[config.mk]
export PLATFORM = sky130hd
export DESIGN_NAME = global_avg_pool_flat
export DESIGN_NICKNAME = d
export VERILOG_FILES = /design/src/rtl/gap_pkg.sv /design/src/rtl/global_avg_pool_if.sv /design/src/rtl/gap_out_reg.sv /design/src/rtl/global_avg_pool.sv /design/src/flat_wrapper.sv
export SDC_FILE = /design/constraint.sdc
export NUM_CORES = 1
export LEC_CHECK = 0
export CORE_MARGIN = 2
export CORE_UTILIZATION = 51
export CTS_CLUSTER_SIZE = 40
export DETAILED_ROUTE_END_ITERATION = 12
export GPL_TIMING_DRIVEN = 0
export HOLD_SLACK_MARGIN = 0.02
export PLACE_DENSITY = 0.72
export SLEW_MARGIN = 10
export SYNTH_ARGS = -nofsm -noshare
export SYNTH_HDL_FRONTEND = slang
export SYNTH_HIERARCHICAL = 1
export SYNTH_SLANG_ARGS = --single-unit
[constraint.sdc]
create_clock -name clk -period 7.3 [get_ports clk]
set_clock_uncertainty 0.15 [all_clocks]
set_input_delay 0.73 -clock clk [delete_from_list [all_inputs] [get_ports clk]]
set_output_delay 0.73 -clock clk [all_outputs]
set_load 0.02 [all_outputs]
[src/rtl/gap_pkg.sv]
// Shared types and elaboration-time helpers for the global average pooling block.
package gap_pkg;

    typedef enum logic [1:0] {
        ST_IDLE  = 2'd0,
        ST_RUN   = 2'd1,
        ST_FLUSH = 2'd2,
        ST_DONE  = 2'd3
    } state_e;

    localparam int unsigned DATA_W  = 8;
    localparam int unsigned Q_SHIFT = 16;
    localparam int unsigned Q_HALF  = 32768;

    function automatic int unsigned clog2(input int unsigned v);
        int unsigned r;
        int unsigned p;
        r = 0;
        p = 1;
        while (p < v) begin
            p = p * 2;
            r = r + 1;
        end
        return r;
    endfunction

    // Index width that never collapses to zero bits.
    function automatic int unsigned idx_w(input int unsigned v);
        return (clog2(v) == 0) ? 1 : clog2(v);
    endfunction

    function automatic int unsigned acc_w(input int unsigned hw);
        return DATA_W + clog2(hw * hw);
    endfunction

    function automatic int unsigned recip_q16(input int unsigned hw);
        return (65536 + (hw * hw) / 2) / (hw * hw);
    endfunction

endpackage

[src/rtl/global_avg_pool_if.sv]
// Pixel-in / average-out handshake bundle of the global average pooling block.
interface global_avg_pool_if
    import gap_pkg::*;
#(
    parameter int unsigned IN_CH = 32
);
    localparam int unsigned CH_W = idx_w(IN_CH);

    logic              valid_in;
    logic              ready_out;
    logic [DATA_W-1:0] data_in;
    logic              valid_out;
    logic              ready_in;
    logic [DATA_W-1:0] data_out;
    logic [CH_W-1:0]   ch_out;
    logic              last_out;

    modport slave (
        input  valid_in, data_in, ready_in,
        output ready_out, valid_out, data_out, ch_out, last_out
    );

    modport master (
        output valid_in, data_in, ready_in,
        input  ready_out, valid_out, data_out, ch_out, last_out
    );
endinterface

[src/rtl/gap_out_reg.sv]
// Single-entry valid/ready output register holding one channel average.
module gap_out_reg
    import gap_pkg::*;
#(
    parameter int unsigned CH_W = 5
) (
    input  logic              clk,
    input  logic              rst,
    input  logic              i_load,
    input  logic [DATA_W-1:0] i_data,
    input  logic [CH_W-1:0]   i_ch,
    input  logic              i_last,
    input  logic              i_take,
    output logic              o_valid,
    output logic [DATA_W-1:0] o_data,
    output logic [CH_W-1:0]   o_ch,
    output logic              o_last
);
    logic              r_valid;
    logic [DATA_W-1:0] r_data;
    logic [CH_W-1:0]   r_ch;
    logic              r_last;

    // Load wins over take so a take-and-load keeps valid high.
    always_ff @(posedge clk or negedge rst) begin
        if (!rst) begin
            r_valid <= 1'b0;
            r_data  <= '0;
            r_ch    <= '0;
            r_last  <= 1'b0;
        end else if (i_load) begin
            r_valid <= 1'b1;
            r_data  <= i_data;
            r_ch    <= i_ch;
            r_last  <= i_last;
        end else if (r_valid && i_take) begin
            r_valid <= 1'b0;
        end
    end

    assign o_valid = r_valid;
    assign o_data  = r_data;
    assign o_ch    = r_ch;
    assign o_last  = r_last;
endmodule

[src/rtl/global_avg_pool.sv]
// Per-channel global average pooling of a channel-major uint8 stream, one
// rounded and saturated average per channel, then a done pulse per frame.
module global_avg_pool
    import gap_pkg::*;
#(
    parameter int unsigned IN_CH = 32,
    parameter int unsigned IN_HW = 4
) (
    input  logic                 clk,
    input  logic                 rst,
    input  logic                 start,
    global_avg_pool_if.slave     bus,
    output logic                 busy,
    output logic                 done
);
    localparam int unsigned N         = IN_HW * IN_HW;
    localparam int unsigned PIX_W     = idx_w(N);
    localparam int unsigned CH_W      = idx_w(IN_CH);
    localparam int unsigned ACC_W     = acc_w(IN_HW);
    localparam int unsigned RECIP_Q16 = recip_q16(IN_HW);
    localparam int unsigned PROD_W    = ACC_W + Q_SHIFT + 1;

    state_e             r_state;
    state_e             w_state_nxt;
    logic [PIX_W-1:0]   r_pix_cnt;
    logic [CH_W-1:0]    r_ch_cnt;
    logic [ACC_W-1:0]   r_acc;

    logic               w_ready_c;
    logic               w_accept;
    logic               w_last_pix;
    logic               w_close;
    logic               w_last_ch;
    logic               w_ovalid;
    logic [ACC_W-1:0]   w_sum;
    logic [PROD_W-1:0]  w_prod;
    logic [PROD_W-1:0]  w_quot;
    logic [DATA_W-1:0]  w_avg;

    assign w_last_pix = (r_pix_cnt == PIX_W'(N - 1));
    assign w_last_ch  = (r_ch_cnt == CH_W'(IN_CH - 1));
    assign w_accept   = bus.valid_in && w_ready_c;
    assign w_close    = w_accept && w_last_pix;

    // Multiply by the Q0.16 reciprocal, round half up, clamp to uint8.
    assign w_sum  = r_acc + ACC_W'(bus.data_in);
    assign w_prod = PROD_W'(w_sum) * PROD_W'(RECIP_Q16) + PROD_W'(Q_HALF);
    assign w_quot = w_prod >> Q_SHIFT;
    assign w_avg  = (w_quot > PROD_W'(255)) ? 8'hFF : w_quot[DATA_W-1:0];

    always_ff @(posedge clk or negedge rst) begin
        if (!rst) r_state <= ST_IDLE;
        else      r_state <= w_state_nxt;
    end

    always_comb begin
        w_state_nxt = r_state;
        case (r_state)
            ST_IDLE:  if (start) w_state_nxt = ST_RUN;
            ST_RUN:   if (w_close && w_last_ch) w_state_nxt = ST_FLUSH;
            ST_FLUSH: if (!w_ovalid || bus.ready_in) w_state_nxt = ST_DONE;
            ST_DONE:  w_state_nxt = ST_IDLE;
            default:  w_state_nxt = ST_IDLE;
        endcase
    end

    // Only a channel's closing pixel stalls while the previous average is held.
    always_comb begin
        w_ready_c = 1'b0;
        busy      = 1'b0;
        done      = 1'b0;
        case (r_state)
            ST_RUN: begin
                busy      = 1'b1;
                w_ready_c = !(w_last_pix && w_ovalid && !bus.ready_in);
            end
            ST_FLUSH: busy = 1'b1;
            ST_DONE:  done = 1'b1;
            default: ;
        endcase
    end

    always_ff @(posedge clk or negedge rst) begin
        if (!rst) begin
            r_pix_cnt <= '0;
            r_ch_cnt  <= '0;
            r_acc     <= '0;
        end else if (r_state == ST_IDLE && start) begin
            r_pix_cnt <= '0;
            r_ch_cnt  <= '0;
            r_acc     <= '0;
        end else if (w_accept) begin
            if (w_last_pix) begin
                r_pix_cnt <= '0;
                r_ch_cnt  <= r_ch_cnt + CH_W'(1);
                r_acc     <= '0;
            end else begin
                r_pix_cnt <= r_pix_cnt + PIX_W'(1);
                r_acc     <= w_sum;
            end
        end
    end

    gap_out_reg #(.CH_W(CH_W)) u_out_reg (
        .clk     (clk),
        .rst     (rst),
        .i_load  (w_close),
        .i_data  (w_avg),
        .i_ch    (r_ch_cnt),
        .i_last  (w_last_ch),
        .i_take  (bus.ready_in),
        .o_valid (w_ovalid),
        .o_data  (bus.data_out),
        .o_ch    (bus.ch_out),
        .o_last  (bus.last_out)
    );

    assign bus.ready_out = w_ready_c;
    assign bus.valid_out = w_ovalid;
endmodule
[src/flat_wrapper.sv]
// flat-port wrapper written by rule: the top's interface ports become plain ports
module global_avg_pool_flat import gap_pkg::*;
#(
    parameter int unsigned IN_CH = 32,
    parameter int unsigned IN_HW = 4
)
  (clk, rst, start, busy, done, bus_valid_in, bus_data_in, bus_ready_in, bus_ready_out, bus_valid_out, bus_data_out, bus_ch_out, bus_last_out);
  global_avg_pool_if #(.IN_CH(IN_CH)) bus_i ();
  input  logic clk;
  input  logic rst;
  input  logic start;
  output logic busy;
  output logic done;
  input wire logic [$bits(bus_i.valid_in)-1:0] bus_valid_in;
  input wire logic [$bits(bus_i.data_in)-1:0] bus_data_in;
  input wire logic [$bits(bus_i.ready_in)-1:0] bus_ready_in;
  output wire logic [$bits(bus_i.ready_out)-1:0] bus_ready_out;
  output wire logic [$bits(bus_i.valid_out)-1:0] bus_valid_out;
  output wire logic [$bits(bus_i.data_out)-1:0] bus_data_out;
  output wire logic [$bits(bus_i.ch_out)-1:0] bus_ch_out;
  output wire logic [$bits(bus_i.last_out)-1:0] bus_last_out;
  assign bus_i.valid_in = bus_valid_in;
  assign bus_i.data_in = bus_data_in;
  assign bus_i.ready_in = bus_ready_in;
  assign bus_ready_out = bus_i.ready_out;
  assign bus_valid_out = bus_i.valid_out;
  assign bus_data_out = bus_i.data_out;
  assign bus_ch_out = bus_i.ch_out;
  assign bus_last_out = bus_i.last_out;
  global_avg_pool #(.IN_CH(IN_CH), .IN_HW(IN_HW)) u_core (.clk(clk), .rst(rst), .start(start), .bus(bus_i), .busy(busy), .done(done));
endmodule
## Yosys cells after proc, flatten, opt, wreduce, memory -nomap -nowiden

Index checks and enable logic that the tools add are counted.

- Logic and storage cells: 58
- Output and inout bits: 18
- Input bits: 13
- Register bits after elaboration: 38

- Reduce and logical (&&, ||, !) cells: 18
- Equality and inequality tests: 8
- Mux-type cells: 19
- Magnitude comparators: 1
- $add $sub $neg: 4

Operators with widths:

| kind | count |
|---|---|
| $mux 12 | 3 |
| $add 24x16->25 const B | 1 |
| $mux 5 | 3 |
| $gt 13x8->1 const B | 1 |
| $add 12x8->12 | 1 |
| $mux 4 | 3 |
| $mux 8 | 1 |
| $pmux 2 s4 | 1 |
| $logic_and 1x1->1 | 7 |
| $mux 2 | 3 |
| $reduce_bool 2->1 | 3 |
| $add 5x1->5 const B | 1 |
| $eq 5x5->1 const B | 1 |
| $mux 1 | 5 |
| $add 4x1->4 const B | 1 |
| $eq 2x2->1 const B | 2 |
| $eq 4x4->1 const B | 1 |
| $ne 2x1->1 const B | 2 |
| $logic_not 1->1 | 3 |
| $reduce_and 3->1 | 1 |
| $eq 2x1->1 const B | 1 |
| $logic_not 2->1 | 1 |
| $ne 2x2->1 const B | 1 |
| $reduce_and 2->1 | 1 |
| 2 further kinds | 2 |

## Depth between registers and ports, before layout

- Depth in word-level cells: 10
- Gate-level depth with buffers: 10

## Modules after synthesis

Netlist, hierarchy kept.

By module, submodules not included:

| module | cells an instance | times used | area each (sq um) |
|---|---|---|---|
| global_avg_pool | 210 | 1 | 1903.1 |
| gap_out_reg | 33 | 1 | 610.6 |

## Worst setup path after synthesis

OpenSTA, ideal clock, no wires.

- Kind: in2reg
- From: input port bus_data_in[0]
- To: register u_core.u_out_reg.r_data[6] (netlist: u_core/u_out_reg/o_data[6])
- Data arrival time: 3079 ps
- Path slack: 3946 ps
- Data required time: 7025 ps
- Stages: 9
- Buffers on the path: 0
- Path through: ha_1 fa_1 a21o_1 a221o_1 a21o_1 nor3_4 nand3_2 mux2_4 mux2_2

- Cells in the longest elaborated chain, start to end: 4

Ends and longest elaborated chain:

| what | RTL line | text |
|---|---|---|
| start, declared | flat_wrapper.sv:15 | `input wire logic [$bits(bus_i.data_in)-1:0] bus_data_in;` |
| $add 12x8->12 (*) | global_avg_pool.sv:46 | `assign w_sum = r_acc + ACC_W'(bus.data_in);` |
| $add 24x16->25 (*) | global_avg_pool.sv:47 | `assign w_prod = PROD_W'(w_sum) * PROD_W'(RECIP_Q16) + PROD_W'(Q_HALF);` |
| $gt 13x8->1 | global_avg_pool.sv:49 | `assign w_avg = (w_quot > PROD_W'(255)) ? 8'hFF : w_quot[DATA_W-1:0];` |
| $mux 8 (*) | global_avg_pool.sv:49 |  |
| via u_core.w_avg[6] | global_avg_pool.sv:38 | `logic [DATA_W-1:0] w_avg;` |
| end signal, assigned | gap_out_reg.sv:33 | `r_data <= i_data;` |
| end, declared | gap_out_reg.sv:20 | `logic [DATA_W-1:0] r_data;` |

The timed path passes the listed nets; every way through them passes the cells marked *.
A chain may end at the register's enable or synchronous reset.

## Worst setup path in the final report

Ends and elaborated chain as after synthesis.

==> summary.txt <==
Status
  – Status: complete, no violations

Global routing
  – Initial antenna violation count: 0
  – First-pass GRT wire length: 8.95 mm
  – Largest net degree at the start of global routing: 22
  – GRT overflow: 0
  – Vias in the first global route: 1928
  – Total global-route track usage: 21.4%

STA
  – F_max: 272 MHz
  – Unrepaired setup endpoints after global routing: no
  – Min Clock Period, post-route: 3.67 ns
  – Slew margin rel.: 57.1%
  – Fin crit share: 50.3%
  – Slew @ Worst Pin: 0.641 ns
  – Slew Viols, Final: 0
  – Hold WS: 0.229 ns
  – Setup violators final: 0
  – Setup_tns: 0 ns
  – Hold Fails Final Rpt: 0

Critical path
  – CP Class: primary input to flip-flop
  – Crit path capture type: flip-flop
  – Slowest CP cell: fa_1
  – Buf+Inv Stages, Crit Path: 1
  – Required @ worst endpoint: 7.32 ns
  – Critical path cell sequence: clkdlybuf4s50_1 -> ha_1 -> fa_1 -> a21o_1 -> a221o_1 -> a21o_1 -> nor3_4 -> nand3_2 -> mux2_4 -> mux2_2
  – Most common cell on crit path: a21o_1
  – Max incr delay on CP: 0.42 ns
  – Crit path DAT: 3.70 ns
  – Critical path peak fanout: 7
  – Critical path's top delay family: compound AO/OA/AOI/OAI gates
  – Crit path launch type: primary input

Yosys
  – Top cells by count, synth: dfrtp_1 (38), ha_1 (17), nand2_1 (16), nor2_1 (16), o21ai_0 (15)
  – Synth warn: 6
  – Post-synthesis cell count: 243
  – Top cell type's share of synthesized area: 37.8%
  – Yosys cell types: 54
  – Synth area leader: dfrtp_1
  – Net Count, Synth: 274
  – Post-Syn Area: 0.00251 mm^2
  – Count leader, synth: dfrtp_1
  – Main flop type after synthesis: dfrtp_1
  – Post-synth EDFFs: 0
  – Async SR Flop Fraction: 100%
  – Synth top area cells: dfrtp_1 (38%), ha_1 (8.5%), mux2_4 (6.0%)
  – Register bit total from synthesis: 38
  – Synth Area per Inst: 10.3 um^2
  – Sequential element share of the synthesized area: 37.8%

Route
  – Vias per cell: 5.65
  – Average routed wire per standard cell: 15.2 um
  – Number of routed nets with antenna violations: 0
  – Via count: 1973
  – Drt total wl: 5.31 mm
  – DR pass1 iterations: 4
  – Post-route DRC: 0
  – Initial detailed-routing violation count: 117

Clock tree
  – CTS tree: yes
  – # clock sinks: 38
  – Setup Buffers After CTS: 0
  – Register clock-pin slew on the reported worst setup and hold paths: 0.08 ns
  – H-tree Lvls: 2
  – Clock tree buffer depth: 2
  – Hold Buf Count CTS: 0
  – Worst-Skew Late Latency: 0.29 ns
  – CTS resizes: 0
  – Clk root buf: clkbuf_8
  – CTS Buf Count: 5

Floorplanning
  – Die X-Extent: 74.2 um
  – Boundary Pins: 31
  – Die area: 0.00551 mm^2
  – Core area: 0.00472 mm^2
  – Initial Utilization: 53.2%
  – FP Rows: 25
  – Height of the chip: 74.2 um

Cells and area
  – Fin area: 0.00303 mm^2
  – Diodes inserted: 0
  – Final core utilization: 64.1%
  – Final #Nets: 312
  – Area grow syn2layout: 20.4%
  – Layout cells sized above 1: 13.5%

Job
  – Max Cap Violations: 0

Place
  – Dpl hpwl: 3.99 mm
  – PortBufs: 30
  – Placed Area: 0.00292 mm^2
  – Global placer's final weighted congestion: 0.807

Min path
  – Worst Hold Class: primary input to async pin

Power
  – Pleak: 1.39 nW
  – PwrDens: 358 mW/mm^2
  – VDD IR max: 174 uV
  – Total Power: 1.08 mW
-- where the power goes --
group | leakage, nW | total (mW) | internal, mW | switching (mW)
registers | 0.498 | 0.309 | 0.268 | 0.0414
logic | 0.837 | 0.599 | 0.267 | 0.332
clock network | 0.0524 | 0.176 | 0.102 | 0.0737
-- path summary, 6_finish.rpt --
check | start | end | slack [ns] | cells past startpoint
max in group asynchronous | rst | u_core/r_ch_cnt[0] | 6.31 | 2
min | rst | u_core/r_acc[6] | 0.23 | 1
min in group clk | u_core/r_acc[7] | u_core/r_acc[7] | 0.34 | 2
max | bus_data_in[0] | u_core/u_out_reg/o_data[6] | 3.63 | 10
min reg2reg | u_core/r_acc[7] | u_core/r_acc[7] | 0.34 | 2
max reg2reg | u_core/r_acc[0] | u_core/u_out_reg/o_data[6] | 4.12 | 9
-- cell families after synthesis --
kind of cell    count (synthesis)  share of synthesized area, %
simple gates                   65                          13.3
buf+inv                        20                          4.53
mux                            21                          10.7
compound gates                 66                          18.9
flops                          38                          37.8
xor+xnor                       15                          5.53
fa+ha+maj                      18                          9.26
-- state kept, by name (all words and copies together), names as in the netlist --
signal,cells
u_core/u_out_reg/o_ch,5
u_core/r_pix_cnt,4
u_core/u_out_reg/o_data,8
u_core/u_out_reg/o_valid,1
u_core/u_out_reg/o_last,1
u_core/r_acc,12
u_core/r_ch_cnt,5
u_core/r_state,2
-- placed cells by master, fill, tap and decap left out, drive strengths merged, types with 2 or more instances in the layout --
| cell type | synthesis | routed |
|---|---|---|
| dfrtp | 38 | 38 |
| clkdlybuf4s50 | 0 | 29 |
| ha | 17 | 17 |
| o21ai | 17 | 17 |
| nor2 | 16 | 16 |
| nand2 | 16 | 16 |
| mux2 | 16 | 16 |
| xnor2 | 12 | 12 |
| a21oi | 12 | 12 |
| clkbuf | 4 | 11 |
| inv | 10 | 10 |
| nand3 | 9 | 9 |
| buf | 6 | 8 |
| and3 | 5 | 5 |
| nand2b | 5 | 5 |
| mux2i | 5 | 5 |
| a22o | 5 | 5 |
| a21o | 5 | 5 |
| a31oi | 4 | 4 |
| o211ai | 3 | 3 |
| a211oi | 3 | 3 |
| o2111ai | 3 | 3 |
| xor2 | 3 | 3 |
| nand4 | 3 | 3 |
| nor3 | 3 | 3 |
| a221o | 2 | 2 |
| nor2b | 2 | 2 |
| o2bb2ai | 2 | 2 |
| o2111a | 2 | 2 |
| o21a | 2 | 2 |
-- final cells by class --
class	instances	area, um^2
Fill cell	380	1700
Multi-Input combinational cell	185	1450
Sequential cell	38	951
Timing Repair Buffer	31	323
Tap cell	67	83.8
Clock buffer	7	76.3
Buffer	10	76.3
Inverter	10	37.5
Clock inverter	1	30.0
-- per-stage QoR --
step / setup WS (ns) / instances
6_report: 3.63 / 349
5_1_grt: 3.54 / 349
4_1_cts: 3.63 / 349
3_5_place_dp: 3.33 / 341
3_3_place_gp: 3.36 / 340
2_1_floorplan: 3.95 / 243
-- per-layer routing --
layer | track usage [%] | vias to the layer above | share of wire (%)
met4 | 6.87 | 0 | 0.92
met3 | 3.66 | 5 | 4.3
li1 | - | 970 | -
met2 | 36.1 | 45 | 49
met1 | 28.1 | 953 | 46
met5 | 0 | - | 0
Note: power is estimated with default switching activity, not from simulation.
